$ cat src/rtl/ps2_key_event.sv
// PS/2 keyboard receiver: frames raw PS/2 bits, decodes E0/F0 prefixes into
// {ext, break, code} events, queues them in a FIFO and tracks the held key.
`timescale 1ns/1ps
module ps2_key_event #(
    parameter int FIFO_DEPTH = 8,
    parameter int CNT_W      = 8,
    parameter int TIMEOUT    = 20000
) (
    input  logic             clk,
    input  logic             clrn,
    input  logic             ps2_clk,
    input  logic             ps2_data,
    input  logic             ev_pop,
    output logic             ev_ready,
    output logic [7:0]       ev_code,
    output logic             ev_ext,
    output logic             ev_break,
    output logic             overflow,
    output logic             frame_err,
    output logic [CNT_W-1:0] press_count,
    output logic             key_held,
    output logic [8:0]       held_code
);
    localparam int AW   = $clog2(FIFO_DEPTH);
    localparam int TO_W = $clog2(TIMEOUT + 1);

    typedef enum logic [1:0] {S_IDLE, S_EXT, S_BRK, S_EXT_BRK} dec_state_t;

    // ---------------- synchronisers and falling-edge detect ----------------
    logic clk_meta, clk_sync, clk_prev, dat_meta, dat_sync;
    logic sample;

    // NOTE: synchroniser flops reset to the PS/2 idle level (1) so that
    // releasing reset never fabricates a falling edge.
    always_ff @(posedge clk or negedge clrn) begin
        if (!clrn) begin
            clk_meta <= 1'b1;
            clk_sync <= 1'b1;
            clk_prev <= 1'b1;
            dat_meta <= 1'b1;
            dat_sync <= 1'b1;
        end else begin
            clk_meta <= ps2_clk;
            clk_sync <= clk_meta;
            clk_prev <= clk_sync;
            dat_meta <= ps2_data;
            dat_sync <= dat_meta;
        end
    end

    assign sample = clk_prev & ~clk_sync;

    // ---------------- frame assembly, checking and timeout ----------------
    logic [9:0]      shreg;
    logic [3:0]      bit_cnt;
    logic [TO_W-1:0] to_cnt;
    logic            byte_stb;
    logic [7:0]      byte_q;
    logic [10:0]     frame;
    logic            frame_ok;
    logic            last_bit;
    logic            proto_err;

    assign frame    = {dat_sync, shreg};
    assign frame_ok = ~frame[0] & frame[10] & (^frame[9:1]);
    assign last_bit = sample && (bit_cnt == 4'd10);

    always_ff @(posedge clk or negedge clrn) begin
        if (!clrn) begin
            shreg     <= '0;
            bit_cnt   <= '0;
            to_cnt    <= '0;
            byte_stb  <= 1'b0;
            byte_q    <= '0;
            frame_err <= 1'b0;
        end else begin
            byte_stb  <= last_bit && frame_ok;
            frame_err <= (last_bit && !frame_ok) || proto_err;
            if (sample) begin
                to_cnt <= '0;
                if (bit_cnt == 4'd10) begin
                    bit_cnt <= '0;
                    byte_q  <= frame[8:1];
                end else begin
                    shreg   <= {dat_sync, shreg[9:1]};
                    bit_cnt <= bit_cnt + 4'd1;
                end
            end else if (bit_cnt == 4'd0) begin
                to_cnt <= '0;
            end else if (to_cnt == TO_W'(TIMEOUT - 1)) begin
                // Stalled partial frame: drop it silently.
                bit_cnt <= '0;
                to_cnt  <= '0;
            end else begin
                to_cnt <= to_cnt + 1'b1;
            end
        end
    end

    // ---------------- prefix decoder FSM ----------------
    dec_state_t state_q, state_d;
    logic       emit, emit_ext, emit_brk;
    logic       push_req;
    logic [9:0] push_data;

    always_ff @(posedge clk or negedge clrn) begin
        if (!clrn) begin
            state_q   <= S_IDLE;
            push_req  <= 1'b0;
            push_data <= '0;
        end else begin
            state_q   <= state_d;
            push_req  <= emit;
            push_data <= {emit_ext, emit_brk, byte_q};
        end
    end

    // NOTE: every output of this block gets a default first, so no path can
    // leave one unassigned and infer a latch.
    always_comb begin
        state_d   = state_q;
        emit      = 1'b0;
        emit_ext  = 1'b0;
        emit_brk  = 1'b0;
        proto_err = 1'b0;
        if (byte_stb) begin
            unique case (state_q)
                S_IDLE: begin
                    if (byte_q == 8'hE0)      state_d = S_EXT;
                    else if (byte_q == 8'hF0) state_d = S_BRK;
                    else                      emit    = 1'b1;
                end
                S_EXT: begin
                    if (byte_q == 8'hF0) begin
                        state_d = S_EXT_BRK;
                    end else begin
                        state_d   = S_IDLE;
                        proto_err = (byte_q == 8'hE0);
                        emit      = (byte_q != 8'hE0);
                        emit_ext  = 1'b1;
                    end
                end
                S_BRK, S_EXT_BRK: begin
                    state_d   = S_IDLE;
                    proto_err = (byte_q == 8'hE0) || (byte_q == 8'hF0);
                    emit      = !proto_err;
                    emit_ext  = (state_q == S_EXT_BRK);
                    emit_brk  = 1'b1;
                end
                default: state_d = S_IDLE;
            endcase
        end
    end

    // ---------------- event FIFO and held-key tracking ----------------
    logic [9:0]  mem [FIFO_DEPTH];
    logic [AW:0] wr_ptr, rd_ptr;
    logic        empty, full, do_pop, do_push;
    logic [8:0]  ev_key;

    assign empty   = (wr_ptr == rd_ptr);
    assign full    = (wr_ptr[AW] != rd_ptr[AW]) && (wr_ptr[AW-1:0] == rd_ptr[AW-1:0]);
    assign do_pop  = ev_pop && !empty;
    assign do_push = push_req && (!full || do_pop);
    assign ev_key  = {push_data[9], push_data[7:0]};

    // NOTE: storage carries no reset; the pointers alone define what is valid.
    always_ff @(posedge clk) begin
        if (do_push) mem[wr_ptr[AW-1:0]] <= push_data;
    end

    always_ff @(posedge clk or negedge clrn) begin
        if (!clrn) begin
            wr_ptr      <= '0;
            rd_ptr      <= '0;
            overflow    <= 1'b0;
            press_count <= '0;
            key_held    <= 1'b0;
            held_code   <= '0;
        end else begin
            if (do_push) wr_ptr <= wr_ptr + 1'b1;
            if (do_pop)  rd_ptr <= rd_ptr + 1'b1;
            if (push_req && !do_push) overflow <= 1'b1;
            if (push_req) begin
                if (!push_data[8]) begin
                    if (!key_held || ev_key != held_code) begin
                        press_count <= press_count + 1'b1;
                        key_held    <= 1'b1;
                        held_code   <= ev_key;
                    end
                end else if (ev_key == held_code) begin
                    key_held <= 1'b0;
                end
            end
        end
    end

    assign ev_ready = !empty;
    assign ev_code  = empty ? 8'h00 : mem[rd_ptr[AW-1:0]][7:0];
    assign ev_ext   = !empty && mem[rd_ptr[AW-1:0]][9];
    assign ev_break = !empty && mem[rd_ptr[AW-1:0]][8];

endmodule
$ cat config.mk
export PLATFORM = sky130hd
export DESIGN_NAME = ps2_key_event
export DESIGN_NICKNAME = d
export VERILOG_FILES = /design/src/rtl/ps2_key_event.sv
export SDC_FILE = /design/constraint.sdc
export NUM_CORES = 1
export LEC_CHECK = 0
export ABC_AREA = 1
export ABC_CLOCK_PERIOD_IN_PS = 2400
export BUFFER_PORTS_ARGS = -buffer_cell sky130_fd_sc_hd__buf_4
export CORE_UTILIZATION = 50
export CTS_BUF_LIST = sky130_fd_sc_hd__clkbuf_8
export DETAILED_ROUTE_END_ITERATION = 8
export PLACE_DENSITY = 0.66
export SLEW_MARGIN = 30
export SYNTH_ARGS = -nofsm -noshare
export SYNTH_HDL_FRONTEND = slang
export SYNTH_SLANG_ARGS = --single-unit
$ cat constraint.sdc
create_clock -name clk -period 2.4 [get_ports clk]
set_input_delay 0.36 -clock clk [delete_from_list [all_inputs] [get_ports clk]]
set_output_delay 0.36 -clock clk [all_outputs]
set_load 0.02 [all_outputs]
### Word level (Yosys, flattened, before mapping)

Memories as Yosys holds them, arrays and structs flattened.
Cells that the tools add are included.

* register bits after elaboration: 84
* bits in writable memories: 80
* input port bits: 5
* output and inout port bits: 31
* logic and storage cells: 109
* memories kept: 1

Memory list
* mem: words 8, bits a word 10, rd ports 1, clocked after Yosys merged registers in 0, wr ports 1, line 156 `logic [9:0] mem [FIFO_DEPTH];`

* $add $sub $neg: 5
* eq/ne operators: 16
* mux-type cells: 29
* bitwise gates (word level): 7
* reduce and logical (&&, ||, !) cells: 31

Operators with widths (number)
* 2-to-1 mux 15 bit: 3
* == test 8 bit, second input constant: 2
* 2-to-1 mux 4 bit: 4
* adder 15 x 1 -> 15 bit, second input constant: 1
* == test 15 bit, second input constant: 1
* 2-to-1 mux 1 bit: 14
* adder 4 x 1 -> 4 bit, second input constant: 3
* == test 9 bit: 1
* logical AND 1 bit: 9
* != test 9 bit: 1
* XOR reduction 9 bit: 1
* adder 8 x 1 -> 8 bit, second input constant: 1
* 2-to-1 mux 8 bit: 1
* != test 8 bit, second input constant: 1
* AND reduction 2 bit: 4
* zero test 1 bit: 6
* 2-to-1 mux 2 bit: 3
* case mux 2 bit (3 select lines): 1
* AND reduction 3 bit: 2
* == test 2 bit, second input constant: 2
* == test 4 bit: 1
* == test 4 bit, second input constant: 1
* zero test 4 bit: 1
* logical OR 1 bit: 4
* 13 further kinds: 20

### Longest topological paths before layout

Gate-level depths: netlist (run 1).

* depth after elaboration: 7
* depth in mapped cells: 12
* gate-level depth less buffers: 12

### Worst setup path before layout (run 1)

No wires, ideal clock.

* path kind: flip-flop to flip-flop
* start point: register rd_ptr[0]
* end point: memory mem[6][0] (enable)
* library setup time: 0.404 ns
* arrival time: 1.892 ns
* required time: 1.996 ns
* setup slack: 0.104 ns
* cell stages (with the launch flop): 8
* path buffers: 1
* period minus slack after synthesis: 2.296 ns
* cells stage by stage: dfrtp_1 -> buf_2 -> xnor2_1 -> nand2_1 -> nor2_1 -> nand2_1 -> nand2_2 -> nor4_1

* longest elaborated chain between the ends: 7
* elaborated cells on any way between the ends: 10
* those cells by class: 2 x eq/ne; 2 x mux; 6 x reduce/logical

Ends and longest elaborated chain
* start, declared: line 157 `logic [AW:0] wr_ptr, rd_ptr;`
* start signal, assigned: line 182 `if (do_pop) rd_ptr <= rd_ptr + 1'b1;`
* == test 4 bit or == test 3 bit (tied branches): line 161, 162
* zero test 1 bit or logical AND 1 bit (tied branches): line 163, 162
* logical AND 1 bit or zero test 1 bit (tied branches): line 163, 164
* logical OR 1 bit *: line 164 `assign do_push = push_req && (!full || do_pop);`
* logical AND 1 bit *: line 164
* 2-to-1 mux 1 bit *: line 169 `if (do_push) mem[wr_ptr[AW-1:0]] <= push_data;`
* 2-to-1 mux 1 bit (not written as such) *: line 169
* end, declared: line 156

Mark *: on every way between the ends. The rest lies on a longest branch, timed or not.

### Worst setup path after layout (run 1)

* start point: register rd_ptr[0]
* end point: output ev_code[6]

* longest elaborated chain between the ends: 2
* elaborated cells on any way between the ends: 3
* those cells by class: 1 x eq/ne; 1 x mux; 1 x memory

Ends and longest elaborated chain
* memory read (8 x 10 bit) or == test 4 bit (tied branches)
* 2-to-1 mux 8 bit *: line 199 `assign ev_code = empty ? 8'h00 : mem[rd_ptr[AW-1:0]][7:0];`
* end, declared: line 15 `output logic [7:0] ev_code,`

Marks and branches as above.

==> metrics, run 1 <==
Layout Area Growth over Synthesis=14.7%; drt drc=0; Non-Filler Instances=949; synth warn=0; Yosys cell types=36; die height=121 um; Max Slew Vio Count=0; Final Cell Area=0.00811 mm2; Final HPWL DP=10100 um; Final Worst Setup Slack=70.4 ps; final hold viol count=0; vias after detailed routing=5019; Post-Synthesis Mean Instance Area=10.1 um2; Avg WL per Cell=16.0 um; Total Routed Length=15200 um; die area=0.0146 mm2; slew at the pin closest to its max-slew limit=541 ps; status=finished, final reports clean; total CTS buffers=17; combinational family with the most area after synthesis=simple AND/OR/NAND/NOR gates; core footprint=0.0138 mm2; clk slew on worst S/H paths=90 ps; syn_nets=712; worst-path fanout max=21; final hold slack=186 ps; peak supply drop=0.462 mV; CP arrival=1970 ps; flops & latches, synth=164; synthesized area=0.00707 mm2; RD Place Congestion=0.795; kind of critical path=reg2out; Synth Area in XOR/XNOR=3.10%; wire length of the first global-routing pass=24500 um; hold crit path type=in2reg; Final setup viols=0; PwrDens=973 mW/mm2; Top FF cell, synth=edfxtp_1; startpoint types=flip-flop; Rows=43; placed cell areas=0.00761 mm2; initial antenna violation count=0; Vias/cell=5.29; DR iter-0 viols=451; f_max=429 MHz; Layout fillers=1160; cell count after synthesis=700; Slew HR=63.9%; port bufs=35; Clock Tree Buf Depth=2; placed cell count=912; Final min period=2330 ps; Detail Route Antenna Nets=0; Clock Sinks=164; Post-synth EDFFs=80; Overflow after GRT=0; # nets final=768; DP Worst Slack=361 ps; DR pass1 iterations=5; vias in the first global route=4855; setup_tns=0 ps; Synth Area in Adders=1.24%; Synth Area in Simple Gates=19.2%; CP required=2040 ps; total track usage=22.2%; post-synthesis async set-or-reset flop share=51.2%; CTS tree=yes; fraction of the cycle the final worst path needs=97.1%; max-cap viol count=0; share of layout cells above drive strength 1=15.1%; Synth Area in Compound Gates=7.93%; mux contribution to synthesized area=0%; sequential fraction of the synthesis area=63.8%; Initial Util=51.1%; H-Tree Depth=4; clock root cell=clkbuf_8; Clock Skews=11.8 ps; Antenna Cells=0; Leak=3.45 nW; Die X=121 um; CP Capture Type=output pin; largest net degree at the start of global routing=44; Clock Latency Late Sink=460 ps; number of I/O pins=36
-- cells in the mapped netlist, types with 2 or more instances --
| cell | instances | area share [%] |
|---|---|---|
| nand2_1 | 142 | 7.5 |
| ha_1 | 7 | 1.2 |
| xor2_1 | 11 | 1.4 |
| nor2_1 | 98 | 5.2 |
| or2_2 | 2 | 0.18 |
| o21ai_0 | 68 | 4.8 |
| nor4_1 | 2 | 0.18 |
| nor2_4 | 2 | 0.32 |
| a21oi_1 | 7 | 0.50 |
| xnor2_1 | 14 | 1.7 |
| clkbuf_1 | 11 | 0.58 |
| buf_4 | 2 | 0.21 |
| dfstp_2 | 5 | 1.9 |
| nor3_2 | 4 | 0.57 |
| nand4_1 | 6 | 0.53 |
| o22ai_1 | 10 | 0.88 |
| nand3_1 | 46 | 3.3 |
| a31oi_1 | 10 | 0.88 |
| dfrtp_1 | 79 | 28 |
| nor2_2 | 4 | 0.35 |
| inv_1 | 59 | 3.1 |
| nor3_1 | 3 | 0.21 |
| edfxtp_1 | 80 | 34 |
| o21ai_1 | 9 | 0.64 |
| nand3b_1 | 2 | 0.21 |
| buf_2 | 7 | 0.50 |
-- through the flow --
stage          power [W]  utilization [%]
5_1_grt          0.00833             58.7
2_1_floorplan    0.00504                -
3_3_place_gp     0.00574             55.1
6_report         0.00789             58.7
4_1_cts          0.00778             58.2
3_5_place_dp     0.00582             55.1
-- timing repair --
item	in CTS	in global routing
resized for setup	6	12
setup buffers	0	1
pin swaps	0	1
endpoints found under the setup margin	10	10
cloned	0	1
hold buffers	3	0
endpoints found under the hold margin	26	0
-- worst max-delay path, stage by stage, from the launching register on --
cell,delay [ps]
dfrtp_1,460
inv_2,110
buf_12,160
o21ai_0,120
o22ai_1,210
o21ai_1,90
a31oi_1,180
buf_4,170
-- cell type report --
class                   instances  area [um2]  share of cell area (%)
well taps                     180         225                    2.78
repair buffers                 59         522                    6.43
clock buffers                  17         234                    2.88
multi-input cells             454        2240                    27.7
clock inverters                15         144                    1.77
inverters                      60         231                    2.85
flip-flops and latches        164        4510                    55.6
-- layout by cell type (no fill, tap or decap), types with 2 or more instances in the layout --
cell	instances
buf_12	4
dlygate4sd3_1	3
a21oi_1	7
o21ai_0	68
clkinvlp_4	5
nor2_2	5
clkbuf_8	17
dfstp_2	5
inv_1	57
nand3_1	46
nand2_1	141
inv_8	2
nor3_2	4
o22ai_1	10
dfrtp_1	78
or2_2	2
nand2_4	2
inv_6	5
a31oi_1	10
edfxtp_1	80
buf_4	50
nor2_1	97
xnor2_1	14
o21ai_1	9
xor2_1	11
inv_2	2
nand3b_1	2
ha_1	7
nand4_1	6
nor3_1	3
nor2_4	2
-- logic make-up (layout without fill, tap and decap cells) --
family                     Yosys count  in the layout
AOI/OAI and AO/OA                  106            106
xor gates and xnor gates            25             25
adders and majority gates            7              7
buffers and inverters               82            151
DFF                                164            164
and+or+nand+nor                    316            316
-- routing by layer --
metal	vias to the layer above	global-route usage, %	part of all wire, %
met1	2423	29.8	44
li1	2443	-	-
met4	0	7.64	1.5
met2	132	36.0	49
met3	21	4.65	5.2
met5	-	0	0
-- state kept, by name (all words and copies together), names as in the netlist, 8 cells and up --
signal       cells
press_count      8
to_cnt          15
byte_q           8
shreg           10
push_data       10
held_code        9
mem             80
-- report_power, final --
| part | leakage [nW] | switching (W) | internal [W] | total (W) |
|---|---|---|---|---|
| registers | 1.85 | 0.000240 | 0.00318 | 0.00342 |
| logic | 1.42 | 0.00157 | 0.000984 | 0.00256 |
| clock network | 0.185 | 0.00107 | 0.000843 | 0.00191 |
-- path summary, 6_finish.rpt --
check / slack [ps] / cells past startpoint / end / from
max in group asynchronous: 1400 / 3 / dat_sync$_DFF_PN1_ / clrn
min in group asynchronous: 370 / 2 / push_data[0]$_DFF_PN0_ / clrn
min reg2reg: 360 / 0 / clk_sync$_DFF_PN1_ / clk_meta$_DFF_PN1_
max: 70 / 7 / ev_code[6] / rd_ptr[0]$_DFFE_PN0P_
min: 190 / 3 / rd_ptr[3]$_DFFE_PN0P_ / ev_pop
max reg2reg: 420 / 9 / mem[5][3]$_DFFE_PP_ / wr_ptr[0]$_DFFE_PN0P_
Note: power is estimated with default switching activity, not from simulation.
==> run 2, diff against run 1 <==
--- a/config.mk
+++ b/config.mk
@@ -5,7 +5,6 @@
 export SDC_FILE = /design/constraint.sdc
 export NUM_CORES = 1
 export LEC_CHECK = 0
-export ABC_AREA = 1
 export ABC_CLOCK_PERIOD_IN_PS = 2400
 export BUFFER_PORTS_ARGS = -buffer_cell sky130_fd_sc_hd__buf_4
 export CORE_UTILIZATION = 50
==> run 2 against run 1 <==
- worst hold slack improved by 52 ps
- sequential power is 2% lower
- largest cell class unchanged
- flip-flop and latch count did not move
- largest power group unchanged
==> metrics, run 2 <==
kind of critical path=reg2out; Buf/Inv on CP=2; Final setup viols=0; largest cells by area after synthesis=edfxtp_1 36%, dfrtp_1 30%, mux4_2 6.7%, mux2_2 4.4%, xor2_1 3.0%; CP max stage delay=500 ps; commonest cells after routing, fill and taps aside=80 x edfxtp_1, 78 x dfrtp_1, 50 x buf_4; sequential fraction of the synthesis area=67.4%; Die X=118 um; post-layout util=60.9%; total CTS buffers=17; Post-Synthesis Mean Instance Area=15.9 um2; hold crit path type=in2reg; CP Capture Type=output pin; drt drc=0; Layout Area Growth over Synthesis=16.8%; largest area contributor in the netlist=edfxtp_1; Post-synth EDFFs=80; RSZ-0062 raised after global routing=true; Leak=3.21 nW; placed cell count=629; Antenna Cells=0; total track usage=18.3%; Rows=41; final hold slack=238 ps; port bufs=35; Initial Util=52.2%; crit-path cells=buf_12 -> mux4_2 -> mux2i_1 -> nor2_1 -> buf_4; R2R setup slack=340 ps; post-synthesis async set-or-reset flop share=51.2%; Yosys top cell area share=35.9%; Overflow after GRT=0; DR pass1 iterations=4; peak supply drop=0.879 mV; Top FF cell, synth=edfxtp_1; commonest non-fill, non-tap cell in the layout=edfxtp_1; Detail Route Antenna Nets=0; CP delay by family, top=multiplexers; share of layout cells above drive strength 1=29.1%; core footprint=0.0128 mm2; Final min period=2340 ps; slew at the pin closest to its max-slew limit=684 ps; CP required=2040 ps; clk slew on worst S/H paths=80 ps; CP arrival=1980 ps; flops & latches, synth=164; Final Cell Area=0.00781 mm2; max-cap viol count=0; synthesized area=0.00669 mm2; PwrDens=973 mW/mm2; Total Routed Length=11700 um; synth warn=0; cell count after synthesis=420; Clock Latency Late Sink=440 ps; largest net degree at the start of global routing=44; die height=118 um; Avg WL per Cell=17.6 um; synth cell count leaders=80 x edfxtp_1, 79 x dfrtp_1, 31 x nor2_1; DR iter-0 viols=218; f_max=427 MHz; status=finished, final reports clean; fraction of the cycle the final worst path needs=97.5%; vias in the first global route=3628; Clock Skews=7.40 ps; Slew HR=54.3%; Vias/cell=5.34; clock root cell=clkbuf_8; startpoint types=flip-flop; wire length of the first global-routing pass=19000 um; Yosys cell types=43; die area=0.0138 mm2; top-count cell post-synth=edfxtp_1; syn_nets=432; H-Tree Depth=4; # nets final=493; worst-path fanout max=10; Clock Sinks=164; slowest stage cell, crit path=mux4_2; final hold viol count=0; Clock Tree Buf Depth=2; initial antenna violation count=0; Final HPWL DP=7710 um; max reg flops=80; vias after detailed routing=3558; number of I/O pins=36; Non-Filler Instances=666; RD Place Congestion=0.758; Max Slew Vio Count=0; placed cell areas=0.00723 mm2; CTS tree=yes
## run 2: cell count changes in the layout (fill, tap and decap cells not counted), sizes merged, moves of 7 or more
cell,previous run,this run
xor2,11,23
mux4,0,20
mux2,0,29
mux2i,0,10
inv,67,6
nor2,104,32
a31oi,10,3
nand3,47,11
nand2,144,16
o22ai,10,0
xnor2,14,22
o21ai,77,12
## run 2: cell type report
class / count / area, um2
Clock buffer: 18 / 248
Clock inverter: 14 / 256
Fill cell: 992 / 5010
Inverter: 6 / 22.5
Multi-Input combinational cell: 236 / 2090
Sequential cell: 164 / 4510
Tap cell: 172 / 215
Timing Repair Buffer: 56 / 465
## run 2: timing repair
item                                   in CTS  in global routing
pin swaps                                   0                  0
setup buffers                               1                  1
endpoints found under the hold margin      43                  0
gates resized for setup                     4                  4
hold buffers                                3                  0
setup endpoints to repair                   9                  9
gates cloned                                0                  0
## run 2: report_power, final
group | internal [W] | switching (W)
Sequential | 0.00313 | 0.000216
Clock | 0.00147 | 0.000961
Combinational | 0.000937 | 0.000886
## run 2: worst paths after layout
| path | startpoint | to | cells past startpoint |
|---|---|---|---|
| max | rd_ptr[0]$_DFFE_PN0P_ | ev_code[7] | 5 |
| min | ev_pop | rd_ptr[2]$_DFFE_PN0P_ | 3 |
| max reg2reg | rd_ptr[0]$_DFFE_PN0P_ | mem[2][7]$_DFFE_PP_ | 7 |
| min reg2reg | dat_meta$_DFF_PN1_ | dat_sync$_DFF_PN1_ | 0 |
| max in group asynchronous | clrn | dat_meta$_DFF_PN1_ | 3 |
| min in group asynchronous | clrn | to_cnt[5]$_DFF_PN0_ | 2 |
## run 2: logic make-up after synthesis
family          Yosys count  share of synthesized area (%)
fa+ha+maj                 7                           1.31
mux                      59                           13.3
flops                   164                           67.4
compound gates           21                           2.17
simple gates            103                           8.25
xor+xnor                 46                           6.23
buf+inv                  20                           1.35
## run 2: stage by stage
step / power [W] / TNS, ps / worst slack, ps
finish: 0.00760 / 0 / 60.2
global route: 0.00794 / -84.3 / -40.5
CTS: 0.00763 / -3.80 / -3.80
detailed placement: 0.00516 / 0 / 350
global placement: 0.00514 / 0 / 386
floorplan: 0.00462 / 0 / 22.6
## run 2: metal layers
layer  GRT usage, %  up-vias  wire, um
li1               -     1665         -
met1           22.8     1825      5030
met2           31.3       52      6150
met3           4.07       16       337
met4           6.97        0       171
met5              0        -         0
## run 2: tightest hold or removal path, cell delays in order
cell	delay, ps
buf_4	130
nand3_1	90
xnor2_1	70
